[src/rtl/serial_tx.sv]
// serial_tx: parallel-to-serial frame transmitter.
//
// Accepts a WIDTH-bit word over a valid/ready handshake. It then drives a
// single-bit line with a start bit (0), the data LSB first, and a stop bit (1).
// Each bit is held for CLKS_PER_BIT clocks. The line idles high.
//
// Optional feature: define PARITY_EN to insert an even-parity bit between the
// last data bit and the stop bit. The parity is the XOR of the word latched at
// acceptance.
//
// Parameters:
//   WIDTH        data bits per frame (>=1)
//   CLKS_PER_BIT clocks each serial bit is held (>=1)
//
// Ports:
//   clk       system clock, rising edge
//   rst       asynchronous active-high reset
//   in_valid  word on in_data is offered for transmission
//   in_data   word to send, sampled only at acceptance
//   in_ready  combinational, high while idle
//   tx        registered serial line, idles high
//   busy      registered, high while a frame is in progress
//   done      registered, one-cycle pulse as the stop bit completes
module serial_tx #(
  parameter int WIDTH        = 8,
  parameter int CLKS_PER_BIT = 4
) (
  input  logic             clk,
  input  logic             rst,
  input  logic             in_valid,
  input  logic [WIDTH-1:0] in_data,
  output logic             in_ready,
  output logic             tx,
  output logic             busy,
  output logic             done
);

  localparam int CW = (CLKS_PER_BIT > 1) ? $clog2(CLKS_PER_BIT) : 1;
  localparam int BW = (WIDTH > 1) ? $clog2(WIDTH) : 1;
  localparam logic [CW-1:0] CLK_LAST = CW'(CLKS_PER_BIT - 1);
  localparam logic [BW-1:0] BIT_LAST = BW'(WIDTH - 1);

`ifdef PARITY_EN
  typedef enum logic [2:0] {S_IDLE, S_START, S_DATA, S_PARITY, S_STOP} state_t;
`else
  typedef enum logic [1:0] {S_IDLE, S_START, S_DATA, S_STOP} state_t;
`endif

  state_t           r_state;
  logic [CW-1:0]    r_clkCnt;
  logic [BW-1:0]    r_bitCnt;
  logic [WIDTH-1:0] r_shift;
  logic             r_tx;
  logic             r_busy;
  logic             r_done;

  state_t           w_stateNext;
  logic [CW-1:0]    w_clkCntNext;
  logic [BW-1:0]    w_bitCntNext;
  logic [WIDTH-1:0] w_shiftNext;
  logic [WIDTH-1:0] w_shifted;
  logic             w_txNext;
  logic             w_busyNext;
  logic             w_doneNext;
  logic             w_bitEnd;

`ifdef PARITY_EN
  logic r_parity;
  logic w_parityNext;
`endif

  // A bit period ends on the clock where the counter has reached its last value.
  assign w_bitEnd  = (r_clkCnt == CLK_LAST);
  assign w_shifted = r_shift >> 1;
  assign in_ready  = (r_state == S_IDLE);
  assign tx        = r_tx;
  assign busy      = r_busy;
  assign done      = r_done;

  // State register and all datapath registers.
  // tx comes up high and busy low as soon as rst asserts, without a clock.
  always_ff @(posedge clk or posedge rst) begin
    if (rst) begin
      r_state  <= S_IDLE;
      r_clkCnt <= '0;
      r_bitCnt <= '0;
      r_shift  <= '0;
      r_tx     <= 1'b1;
      r_busy   <= 1'b0;
      r_done   <= 1'b0;
`ifdef PARITY_EN
      r_parity <= 1'b0;
`endif
    end else begin
      r_state  <= w_stateNext;
      r_clkCnt <= w_clkCntNext;
      r_bitCnt <= w_bitCntNext;
      r_shift  <= w_shiftNext;
      r_tx     <= w_txNext;
      r_busy   <= w_busyNext;
      r_done   <= w_doneNext;
`ifdef PARITY_EN
      r_parity <= w_parityNext;
`endif
    end
  end

  // Next-state and next-output decode.
  // tx is computed one clock early: the value loaded at a bit boundary is the
  // bit that belongs to the state being entered.
  always_comb begin
    w_stateNext  = r_state;
    w_clkCntNext = w_bitEnd ? '0 : r_clkCnt + 1'b1;
    w_bitCntNext = r_bitCnt;
    w_shiftNext  = r_shift;
    w_txNext     = r_tx;
    w_busyNext   = r_busy;
    w_doneNext   = 1'b0;
`ifdef PARITY_EN
    w_parityNext = r_parity;
`endif

    case (r_state)
      S_IDLE: begin
        w_txNext     = 1'b1;
        w_busyNext   = 1'b0;
        w_clkCntNext = '0;
        w_bitCntNext = '0;
        if (in_valid) begin
          w_stateNext = S_START;
          w_shiftNext = in_data;
          w_txNext    = 1'b0;
          w_busyNext  = 1'b1;
`ifdef PARITY_EN
          w_parityNext = ^in_data;
`endif
        end
      end

      S_START: begin
        if (w_bitEnd) begin
          w_stateNext = S_DATA;
          w_txNext    = r_shift[0];
        end
      end

      S_DATA: begin
        if (w_bitEnd) begin
          if (r_bitCnt == BIT_LAST) begin
`ifdef PARITY_EN
            w_stateNext = S_PARITY;
            w_txNext    = r_parity;
`else
            w_stateNext = S_STOP;
            w_txNext    = 1'b1;
`endif
          end else begin
            w_shiftNext  = w_shifted;
            w_txNext     = w_shifted[0];
            w_bitCntNext = r_bitCnt + 1'b1;
          end
        end
      end

`ifdef PARITY_EN
      S_PARITY: begin
        if (w_bitEnd) begin
          w_stateNext = S_STOP;
          w_txNext    = 1'b1;
        end
      end
`endif

      S_STOP: begin
        if (w_bitEnd) begin
          w_stateNext = S_IDLE;
          w_txNext    = 1'b1;
          w_busyNext  = 1'b0;
          w_doneNext  = 1'b1;
        end
      end

      default: begin
        w_stateNext = S_IDLE;
        w_txNext    = 1'b1;
        w_busyNext  = 1'b0;
      end
    endcase
  end

endmodule

[config.mk]
export PLATFORM = sky130hd
export DESIGN_NAME = serial_tx
export DESIGN_NICKNAME = d
export VERILOG_FILES = /design/src/rtl/serial_tx.sv
export SDC_FILE = /design/constraint.sdc
export NUM_CORES = 1
export LEC_CHECK = 0
export CAP_MARGIN = 20
export CORE_MARGIN = 8
export CORE_UTILIZATION = 51
export CTS_CLUSTER_DIAMETER = 100
export DETAILED_ROUTE_END_ITERATION = 10
export PLACE_DENSITY = 0.77
export REMOVE_ABC_BUFFERS = 1
export SYNTH_ARGS = -nofsm -noshare
export SYNTH_HDL_FRONTEND = slang
export SYNTH_SLANG_ARGS = --single-unit
[constraint.sdc]
create_clock -name clk -period 2.26 [get_ports clk]
set_clock_uncertainty 0.05 [all_clocks]
set_input_delay 0.226 -clock clk [delete_from_list [all_inputs] [get_ports clk]]
set_output_delay 0.226 -clock clk [all_outputs]
set_load 0.02 [all_outputs]
==> summary.md, run 1 <==
| Metric | Value |
|---|---|
| Reg-to-reg endpoint | `r_shift[1]` |
| Multi-input gate area | `about 460 sq um` |
| Status | `complete, no violations` |
| Synth async-reset ratio | `1.00` |
| Slowest cell on crit path | `a211oi_4` |
| Rel. slew slack | `0.551` |
| Arr. time, crit path | `2.30 ns` |
| Core ar. | `1750 sq um` |
| Initial antenna violation count | `0` |
| Synth Area per Inst | `12.0 sq um` |
| Slew @ Worst Pin | `0.673 ns` |
| P_leak | `~0.00052 uW` |
| Minimum clock period | `between 2 and 2.5 ns` |
| Post-CTS sizing | `0` |
| Share of cells above drive strength 1 | `0.263` |
| Max incr delay on CP | `roughly 0.52 ns` |
| Hold Path Class | `in2async` |
| Initial Util | `0.548` |
| Antenna diodes | `0` |
| Total number of H-tree levels | `1` |
| Largest net degree at the start of global routing | `19` |
| Syn Std Cell Area | `approximately 960 sq um` |
| Final nets | `118` |
| Max Slew Vio Count | `0` |
| Crit share post-route | `0.957` |
| Critical Path RT | `about 2.4 ns` |
| Post-synth EDFFs | `0` |
| # IOs | `15` |
| Reg-to-Reg Start | `r_bitCnt[0]` |
| Clock latency on the worst-skew pair | `0.29 ns` |
| Final antenna-violating net count | `0` |
| Max_cap viols | `0` |
| DRT Wirelength | `~1700 microns` |
| Fmax | `~460 MHz` |
| Post-route DRC | `0` |
| Layout fillers | `approximately 140` |
| Most common cell in the netlist | `dfrtp_1` |
| Total die area | `approximately 3500 sq um` |
| Layout Utilization | `0.667` |
| Vias per cell | `approximately 5.2` |
| Post-Syn Instances | `80` |
| Nature of the critical path endpoint | `register` |
| Clk sinks | `18` |
| Setup TNS | `0 ns` |
| Prevailing post-synth register cell | `dfrtp_1` |
| Clock Path Buffers | `2` |
| GPL Wtd Cong | `about 0.76` |
| IO Port Bufs | `14` |
| Final setup viols | `0` |
| Site row count | `15` |
| RSZ-0062 raised after global routing | `no` |
| Post-CTS setup buffer count | `0` |
| Critical Path Source | `r_bitCnt[0]` |
| GRT Total Usage | `0.104` |
| Synth Warn # | `0` |
| Commonest cells in the netlist | `dfrtp_1 (17), mux2_2 (16), ha_1 (7)` |
| CTS root buf | `clkbuf_4` |
| Type of the worst setup path | `reg2reg` |
| Tot Pwr | `roughly 1600 uW` |
| DR iter-0 viols | `10` |
| Cell type with the largest total area after synthesis | `dfrtp_1` |
| Post-synth top area share | `0.444` |
| Final HPWL from detailed placement | `about 1300 microns` |
| Fin. Hold Viols | `0` |
| Die Ht | `59.3 microns` |
| Via count | `645` |
| Storage cell area | `about 450 sq um` |
| Post-synthesis register bit count | `18` |
| Post-route cell area | `about 1200 sq um` |
| Seq/Total Area, Yosys | `0.472` |
| Die width | `a little under 60 microns` |
| Placed cell area | `approximately 1100 sq um` |
| Synth-to-Final Area Change | `21.7%` |
| CP startpoint kind | `register` |
| Count of unique library cells instantiated by Yosys | `25` |
| Drt pass-1 iters | `4` |
| First-pass GRT wire length | `around 2800 microns` |
| Top post-synthesis cells by area | `dfrtp_1 (44%), mux2_2 (19%), ha_1 (9.2%), dfstp_2 (2.7%), inv_1 (2.4%)` |
| Cell mode on critical path | `ha_1` |
| Worst-path cell chain | `ha_1, ha_1, nand2b_1, a211oi_4, mux2_2` |
| Hold_buf cts | `0` |
| Clock transition at the registers of the reported paths | `0.10 ns` |
| Power per cell area | `around 1400 nW/um^2` |
| Total CTS buffers | `3` |
| Drt wl/cell | `approximately 14 microns` |
| Total congestion overflow | `0` |
| Worst Path Max Fanout | `8` |
| R2R depth | `5` |
| TritonCTS clock tree | `built` |
| Vias in the first global route | `647` |
| Worst VDD drop | `roughly 0.00076 V` |
| R2r setup slk | `0.1 ns` |
per-stage QoR:
stage | instances | worst slack (ns) | hold slack (ns)
finish | 124 | 0.0972 | 0.274
global placement | 120 | 0.191 | 0.375
floorplan | 77 | 0.293 | 0.114
global route | 124 | 0.0321 | 0.344
detailed placement | 120 | 0.122 | 0.384
CTS | 124 | 0.0934 | 0.306
logic make-up after synthesis:
family | Yosys count | share of synthesized area
AOI/OAI and AO/OA | 13 | 0.0980
xor gates and xnor gates | 1 | 0.00915
adders and majority gates | 7 | 0.0915
buffers and inverters | 9 | 0.0444
DFF | 18 | 0.472
muxes | 18 | 0.209
and+or+nand+nor | 14 | 0.0758
power breakdown:
| group | leakage, uW | total (uW) | internal [uW] | switching (uW) |
|---|---|---|---|---|
| sequential | 0.000222 | 546 | 472 | 74.4 |
| clock | 0.0000150 | 167 | 68.7 | 98.0 |
| combinational | 0.000282 | 882 | 471 | 411 |
| total | 0.000520 | 1590 | 1010 | 583 |
cells in the final DEF, fill, tap and decap left out:
cell type	netlist	layout
a211oi_1	1	1
xor2_1	1	1
nand2b_1	2	2
mux2i_1	2	2
a211oi_4	1	1
clkdlybuf4s50_1	0	14
dfrtp_1	17	17
o21a_1	1	1
o21ai_0	4	4
inv_1	6	6
and2b_1	1	1
nand2_1	4	4
ha_1	7	7
nor2_1	2	2
nand4_1	1	1
o22ai_1	2	2
o221ai_1	1	1
mux2_2	16	16
a21oi_1	2	2
nor3_1	2	2
and2_2	1	1
clkbuf_4	0	3
a22oi_1	1	1
dfstp_2	1	1
nor2b_1	1	1
clkbuf_1	0	1
buf_4	2	4
worst max-delay path: cells and delay by family, from the launching register on:
kind / cells / cell delay (ns)
simple gates: 1 / 0.26
fa+ha+maj: 2 / 0.41
flops: 1 / 0.42
compound gates: 1 / 0.52
mux: 1 / 0.39
registers in the layout, summed over array words and instances, names as in the netlist:
register  cells
busy          1
done          1
r_bitCnt      3
r_clkCnt      2
r_shift       8
r_state       2
tx            1
per-layer routing:
metal / vias up / track usage / wire length [microns] / share of wire
met5: - / 0 / 0 / 0
met4: 0 / 0.0614 / 39 / 0.023
met3: 5 / 0.0217 / 43 / 0.025
met2: 8 / 0.157 / 799 / 0.47
met1: 314 / 0.131 / 812 / 0.48
li1: 318 / - / - / -
how the worst max path moves through the flow:
stage                       endpoint  slack [ns]  cells past startpoint
after global routing      r_shift[1]        0.03                      5
after global placement    r_shift[6]        0.19                      5
after detailed placement  r_shift[1]        0.12                      5
final                     r_shift[1]         0.1                      5
after CTS                 r_shift[1]        0.09                      5
after floorplan           r_shift[0]        0.29                      5
final cells by class:
type	instances	area share
multi-input combinational	53	0.397
sequential	18	0.388
timing repair buffer	18	0.146
tap	25	0.0269
clock buffer	4	0.0226
inverter	6	0.0193
(Power assumes the default switching activity.)
==> inputs of run 2 (changes only) <==
--- a/config.mk
+++ b/config.mk
@@ -10,7 +10,7 @@
 export CORE_UTILIZATION = 51
 export CTS_CLUSTER_DIAMETER = 100
 export DETAILED_ROUTE_END_ITERATION = 10
-export PLACE_DENSITY = 0.77
+export PLACE_DENSITY = 0.76
 export REMOVE_ABC_BUFFERS = 1
 export SYNTH_ARGS = -nofsm -noshare
 export SYNTH_HDL_FRONTEND = slang
==> summary.md, run 2 (synthesized netlist as in run 1, its figures left out) <==
| Metric | Value |
|---|---|
| Post-CTS sizing | `0` |
| Die width | `~59 microns` |
| Power per cell area | `around 1400 nW/um^2` |
| Total die area | `approximately 3500 sq um` |
| Largest net degree at the start of global routing | `19` |
| Max incr delay on CP | `~0.48 ns` |
| GPL Wtd Cong | `between 0.8 and 0.9` |
| Post-route DRC | `0` |
| Slowest cell on crit path | `a211oi_4` |
| Core ar. | `1750 sq um` |
| IO Port Bufs | `14` |
| Share of cells above drive strength 1 | `0.276` |
| Total number of H-tree levels | `1` |
| Layout Utilization | `0.670` |
| Vias per cell | `slightly above 5` |
| Slew @ Worst Pin | `about 0.65 ns` |
| Initial antenna violation count | `0` |
| CTS root buf | `clkbuf_4` |
| Site row count | `15` |
| Most frequent cells in the layout | `dfrtp_1 (17), mux2_2 (16), clkdlybuf4s50_1 (14)` |
| Drt wl/cell | `around 14 microns` |
| Vias in the first global route | `693` |
| Clk sinks | `18` |
| Setup TNS | `0 ns` |
| Max_cap viols | `0` |
| Minimum clock period | `around 2.1 ns` |
| Final nets | `117` |
| Status | `complete, no violations` |
| Layout fillers | `approximately 140` |
| Type of the worst setup path | `reg2reg` |
| Post-CTS setup buffer count | `0` |
| DR iter-0 viols | `7` |
| Final std cells w/o fill | `123` |
| Worst VDD drop | `between 0.0009 and 0.001 V` |
| Max Slew Vio Count | `0` |
| Leading cell type in the layout, fill and taps excluded | `dfrtp_1` |
| TritonCTS clock tree | `built` |
| Cells after DPL | `between 100 and 150` |
| Top flop regs | `r_shift x8, r_bitCnt x3` |
| Antenna diodes | `0` |
| GRT Total Usage | `0.113` |
| Fmax | `around 470 MHz` |
| Worst Path Max Fanout | `8` |
| Largest register FFs | `8` |
| Drt pass-1 iters | `4` |
| First-pass GRT wire length | `3040 microns` |
| Total CTS buffers | `3` |
| Via count | `~630` |
| Hold_buf cts | `0` |
| Initial Util | `0.548` |
| Cell mode on critical path | `ha_1` |
| Tot Pwr | `1630 uW` |
| Nature of the critical path endpoint | `register` |
| Biggest register | `r_shift` |
| Die Ht | `between 50 and 60 microns` |
| P_leak | `0.000519 uW` |
| Final antenna-violating net count | `0` |
| Rel. slew slack | `0.563` |
| # IOs | `15` |
| CP startpoint kind | `register` |
| Hold Path Class | `in2async` |
| Clock transition at the registers of the reported paths | `0.10 ns` |
| Worst-path cell chain | `ha_1, ha_1, nand2b_1, a211oi_4, mux2_2` |
| Synth-to-Final Area Change | `22.2%` |
| Crit share post-route | `0.944` |
| Arr. time, crit path | `between 2 and 2.5 ns` |
| Final setup viols | `0` |
| Clock latency on the worst-skew pair | `0.29 ns` |
| Clock Path Buffers | `2` |
| Total congestion overflow | `0` |
| RSZ-0062 raised after global routing | `no` |
| Fin. Hold Viols | `0` |
| Critical Path RT | `~2.4 ns` |
| DRT Wirelength | `1760 microns` |
| Final HPWL from detailed placement | `1370 microns` |
| WHS | `about 0.26 ns` |
## run 2: metrics by stage
stage / cell area, sq um / setup slack, ns
floorplan: 937 / 0.293
global placement: 1130 / 0.195
detailed placement: 1130 / 0.117
CTS: 1170 / 0.0329
global route: 1170 / 0.00541
finish: 1170 / 0.127
## run 2: final cells by class
type	count	area, sq um	share of cell area
inverter	6	22.5	0.0193
clock buffer	4	36.3	0.0310
sequential	18	452	0.386
multi-input combinational	53	465	0.398
tap	25	31.3	0.0267
timing repair buffer	17	163	0.139
## run 2: worst paths after layout
path / start / to / slack, ns / depth (start not counted)
hold reg to reg: r_clkCnt[0] / r_clkCnt[0] / 0.41 / 1
setup reg to reg: r_bitCnt[0] / r_shift[6] / 0.13 / 5
min in group clk: r_clkCnt[0] / r_clkCnt[0] / 0.41 / 1
max in group asynchronous: rst / done / 1.49 / 2
setup / recovery: r_bitCnt[0] / r_shift[6] / 0.13 / 5
hold / removal: rst / r_shift[0] / 0.26 / 2
## run 2: worst max-delay path, delay by kind of cell, from the launching register on
| family | cells | cell delay, ns |
|---|---|---|
| AO/OA/AOI/OAI | 1 | 0.48 |
| multiplexers | 1 | 0.39 |
| adder cells (fa/ha/maj) | 2 | 0.42 |
| AND/OR/NAND/NOR | 1 | 0.27 |
| flip-flops | 1 | 0.42 |
## run 2: report_power, final
part           total [uW]  leakage (uW)  internal [uW]  switching, uW
Sequential            547      0.000222            472           75.2
Clock                 198     0.0000210           98.2           99.9
Combinational         890      0.000276            474            416
Total                1630      0.000519           1040            591
## run 2: per-layer routing
layer  global-route usage  wire length, microns  share of wire  up-vias
met5                    0                     0              0        -
met4               0.0580                    31          0.018        0
met2                0.191                   892           0.51        9
li1                     -                     -              -      316
met1                0.132                   792           0.45      303
met3               0.0195                    42          0.024        5
